===== src/rtl/mux_scan.sv =====
// Registered N-way channel multiplexer with manual select and auto-scan modes.
// All outputs update on the rising edge; hold freezes outputs and the scan pointer.
module mux_scan #(
  parameter int unsigned N  = 5,
  parameter int unsigned W  = 1,
  parameter int unsigned SW = $clog2(N)
) (
  input  logic            clk,
  input  logic            rst_n,
  input  logic [N*W-1:0]  d,
  input  logic [SW-1:0]   sel,
  input  logic            mode,
  input  logic            adv,
  input  logic            hold,
  output logic [W-1:0]    y,
  output logic [SW-1:0]   ch,
  output logic            y_valid,
  output logic            wrap
);

  localparam logic [SW-1:0] LAST = SW'(N - 1);

  logic [W-1:0]  y_q, y_d;
  logic [SW-1:0] ch_q, ch_d;
  logic          valid_q, valid_d;
  logic          wrap_q, wrap_d;
  logic [SW-1:0] ptr_q, ptr_d;
  logic          pend_q, pend_d;

  logic [SW-1:0] idx;
  logic [W-1:0]  dec_y;
  logic          dec_v;

  // Next-state: decode idx over legal channels only, so out-of-range values read as 0/invalid.
  // A wrap is remembered in pend_q and pulsed when ch first presents channel 0 again.
  always_comb begin
    idx     = mode ? ptr_q : sel;
    dec_y   = '0;
    dec_v   = 1'b0;
    y_d     = y_q;
    ch_d    = ch_q;
    valid_d = valid_q;
    ptr_d   = ptr_q;
    pend_d  = pend_q;
    wrap_d  = 1'b0;

    for (int unsigned k = 0; k < N; k++) begin
      if (idx == SW'(k)) begin
        dec_y = d[k*W +: W];
        dec_v = 1'b1;
      end
    end

    if (!hold) begin
      y_d     = dec_y;
      ch_d    = idx;
      valid_d = dec_v;
      if (mode && pend_q) begin
        wrap_d = 1'b1;
        pend_d = 1'b0;
      end
      if (mode && adv) begin
        if (ptr_q == LAST) begin
          ptr_d  = '0;
          pend_d = 1'b1;
        end else begin
          ptr_d = ptr_q + SW'(1);
        end
      end
    end
  end

  always_ff @(posedge clk or negedge rst_n) begin
    if (!rst_n) begin
      y_q     <= '0;
      ch_q    <= '0;
      valid_q <= 1'b0;
      wrap_q  <= 1'b0;
      ptr_q   <= '0;
      pend_q  <= 1'b0;
    end else begin
      y_q     <= y_d;
      ch_q    <= ch_d;
      valid_q <= valid_d;
      wrap_q  <= wrap_d;
      ptr_q   <= ptr_d;
      pend_q  <= pend_d;
    end
  end

  assign y       = y_q;
  assign ch      = ch_q;
  assign y_valid = valid_q;
  assign wrap    = wrap_q;

endmodule


===== config.mk =====
export PLATFORM = sky130hd
export DESIGN_NAME = mux_scan
export DESIGN_NICKNAME = d
export VERILOG_FILES = /design/src/rtl/mux_scan.sv
export SDC_FILE = /design/constraint.sdc
export NUM_CORES = 1
export LEC_CHECK = 0
export ABC_AREA = 1
export BUFFER_PORTS_ARGS = -buffer_cell sky130_fd_sc_hd__buf_2
export CAP_MARGIN = 20
export CORE_AREA = 2 2 39 41
export CTS_BUF_LIST = sky130_fd_sc_hd__clkbuf_4 sky130_fd_sc_hd__clkbuf_8 sky130_fd_sc_hd__clkbuf_16
export DETAILED_ROUTE_END_ITERATION = 6
export DIE_AREA = 0 0 41 43
export GPL_TIMING_DRIVEN = 0
export PLACE_DENSITY_LB_ADDON = 0.15
export SETUP_SLACK_MARGIN = 0.15
export SLEW_MARGIN = 20
export SYNTH_ARGS = -nofsm -noshare
export SYNTH_HDL_FRONTEND = slang
export SYNTH_SLANG_ARGS = --single-unit

===== constraint.sdc =====
create_clock -name clk -period 1.57 [get_ports clk]
set_clock_uncertainty 0.1 [all_clocks]
set_input_delay 0.0785 -clock clk [delete_from_list [all_inputs] [get_ports clk]]
set_output_delay 0.0785 -clock clk [all_outputs]
set_load 0.005 [all_outputs]

==> metrics.md <==
| Metric | Value |
|---|---|
| Outcome | completed |
| CTS max path bufs | 2 |
| Period minus WS final | 1.253 ns |
| Synth unique cells | 18 |
| Post-synthesis mux area share | 0 |
| CTS tree | done |
| Met3 WL | 55 µm |
| Flops & latches, synth | 10 |
| WP data arrival | 1.35 ns |
| Endpoints failing hold | 0 |
| CP max stage delay | 0.40 ns |
| Fillers | 157 |
| Slowest-stage cell, CP | dfrtp_1 |
| CP Max Fanout | 4 |
| Die height | 43 µm |
| Cell Pwr Density | 1155 nW/µm² |
| Syn Inst Count | between 70 and 80 |
| Worst R2R End | y |
| Drt first-iter violations | 12 |
| CTS Buf Count | 3 |
| Cell Rows | 14 |
| Post-Syn Area per Cell | 7.507 µm² |
| CP endpoint kind | flip-flop |
| WP data required | 1.66 ns |
| Top Layer Used | met3 |
| Setup TNS | 0 ns |
| WL per Instance | 9.339 µm |
| Syn-to-layout area delta | 27.70% |
| Worst Setup Start Kind | flip-flop |
| R2R setup slack | 0.32 ns |
| Worst path bufs/invs | 1 |
| Die area | 1763 µm² |
| Number of routed nets with antenna violations | 0 |
| Syn Nets | 86 |
| Post-synthesis xor/xnor area fraction | 0.01643 |
| Max VDD drop | 0.6106 mV |
| DRC errors left | 0 |
| CP Cell Sequence | inv_1, nand2_1, nand2_1, nand3_1, nand2_1, nand2_1, nor2_1 |
| Most frequent CP cell | nand2_1 |
| Hpwl dp | 814.6 µm |
| Final setup violation count | 0 |
| Hold path cells | 3 |
| Worst hold slack | between 0.015 and 0.02 ns |
| Final wirelength | 1018 µm |
| Netlist Area Pre-Place | 533.0 µm² |
| Fmax | roughly 800 MHz |
| Layout Utilization | 0.4919 |
| Vias | 502 |
| Max_slew headroom | 0.8493 |
| RSZ-0062 raised after global routing | false |
| Synth Area in Compound Gates | 0.08685 |
| Die X | around 40 µm |
| Worst min path class | input port to flip-flop |
| Met1 Wirelength | 431 µm |
| GPL Wtd Cong | 0.7356 |
| Worst hold start | adv |
| Actual slew at the worst max-slew pin | 0.2261 ns |
| Fin crit share | 0.7979 |
| Max Cap Viol | 0 |
| Max Slew Vio Count | 0 |
| Share of cells above drive strength 1 | 0.2581 |
| CP Class | flip-flop to flip-flop |
| Routed met2 length | 531 µm |
| I/O Buffers | 17 |
| Largest net degree at the start of global routing | 11 |
| Yosys warning total | 0 |
| First-pass GRT wire length | roughly 1700 µm |
| Antenna Diode Count | 0 |
| Clk slew on worst S/H paths | 0.06 ns |
| Pre-antenna DRT Iters | 4 |
| Antenna violations before repair | 0 |
| Reg2reg path depth | 7 |
| H-tree Lvls | 1 |
| Post-synthesis sequential area ratio | 0.4695 |
| Sinks on Clock Net | 10 |
| Gr ovfl total | 0 |
| Layout net count | 110 |
| Largest family of logic cells by synthesized area | simple AND/OR/NAND/NOR gates |
| Clk Latency, worst-skew pair | 0.26 ns |
| Post-Synth Adder-Cell Area | 0.04695 |
| Simple-gate share of the synthesized area | 0.2934 |
| Pleak | 0.0003759 µW |
| Vias in the first global route | approximately 460 |
| Total GRT Usage | 0.1423 |
| CP top delay family | simple AND/OR/NAND/NOR gates |
| Hold EP | pend_q |
| Ports | 19 |
| Clk root buf | clkbuf_4 |
| R2R Path Start | ptr_q[0] |
| Core Area | 1384 µm² |
| Starting density of the core | 0.3852 |
| Vias per cell | 4.606 |
-- through the flow --
stage               setup WS (ns)  power, µW  instances  instance area (µm²)
floorplan                  0.4818      536.4         71                533.0
global placement           0.3737      618.5        104                638.1
detailed placement         0.3501      624.1        104                638.1
CTS                        0.3224      803.8        109                680.7
global route               0.2389      864.9        109                680.7
finish                     0.3173      785.9        109                680.7
-- worst max path at each step --
| stage | from | end | slack [ns] | depth (start not counted) |
|---|---|---|---|---|
| after global routing | ptr_q[0] | y | 0.24 | 7 |
| final | ptr_q[0] | y | 0.32 | 7 |
| after detailed placement | ptr_q[0] | y | 0.35 | 7 |
| after global placement | ptr_q[0] | y | 0.37 | 7 |
| after floorplan | ptr_q[0] | y | 0.48 | 6 |
| after CTS | ptr_q[0] | y | 0.32 | 7 |
-- power breakdown --
part,internal [µW],switching (µW),total [µW]
registers,324,40.5,365
clock network,88.2,79.3,168
logic,111,142,254
-- metal layers --
| metal | vias to the layer above | GRT usage |
|---|---|---|
| li1 | 268 | - |
| met1 | 221 | 0.1572 |
| met2 | 13 | 0.2344 |
| met3 | 0 | 0.06283 |
| met4 | 0 | 0.04000 |
| met5 | - | 0 |
-- cell families after synthesis --
| group | count (synthesis) |
|---|---|
| flops | 10 |
| buf+inv | 12 |
| xor+xnor | 1 |
| fa+ha+maj | 2 |
| compound gates | 9 |
| simple gates | 37 |
-- worst register-to-register path, delay by kind of cell, from the launching register on --
kind,cells,cell delay (ns)
flip-flops,1,0.40
buffers and inverters,1,0.12
AND/OR/NAND/NOR,6,0.57
-- repair_timing --
item | 4_1_cts | 5_1_grt
hold buffers | 2 | 0
buffers inserted | 0 | 0
gates resized for setup | 0 | 0
hold endpoints to repair | 11 | 0
-- registers in the layout, indices dropped and copies added, names as in the netlist --
name     flops
ch           3
pend_q       1
ptr_q        3
wrap         1
y            1
y_valid      1
-- cells in the final DEF (no fill, tap or decap) --
| cell | Yosys | final |
|---|---|---|
| nand2_1 | 19 | 19 |
| buf_2 | 1 | 18 |
| dfrtp_1 | 10 | 10 |
| inv_1 | 8 | 8 |
| nor2_1 | 8 | 8 |
| nand3_1 | 6 | 6 |
| o21ai_0 | 5 | 5 |
| clkbuf_4 | 0 | 3 |
| inv_2 | 2 | 2 |
| a21oi_1 | 2 | 2 |
| ha_1 | 2 | 2 |
| dlygate4sd3_1 | 0 | 2 |
| nor3_1 | 1 | 1 |
| o22ai_1 | 1 | 1 |
| clkinv_1 | 1 | 1 |
| o21ai_1 | 1 | 1 |
| and2_1 | 1 | 1 |
| or2_2 | 1 | 1 |
| nand3b_1 | 1 | 1 |
| xor2_1 | 1 | 1 |
-- cell type report --
cell class	count	area, µm²	area share
buffer	1	5.005	0.007353
clock buffer	3	22.52	0.03309
inverter	11	41.29	0.06066
multi-input combinational	49	236.5	0.3474
sequential	10	250.2	0.3676
tap	16	20.02	0.02941
timing repair buffer	19	105.1	0.1544
-- synthesized netlist by cell type --
cell | count | share of area
a21oi_1 | 2 | 0.019
nand3b_1 | 1 | 0.014
or2_2 | 1 | 0.012
ha_1 | 2 | 0.047
and2_1 | 1 | 0.012
inv_1 | 8 | 0.056
dfrtp_1 | 10 | 0.47
clkinv_1 | 1 | 0.0070
o21ai_0 | 5 | 0.047
xor2_1 | 1 | 0.016
buf_2 | 1 | 0.0094
nor2_1 | 8 | 0.056
o21ai_1 | 1 | 0.0094
o22ai_1 | 1 | 0.012
nand2_1 | 19 | 0.13
inv_2 | 2 | 0.014
nor3_1 | 1 | 0.0094
nand3_1 | 6 | 0.056
No activity file was read; power rests on OpenSTA's default activity.
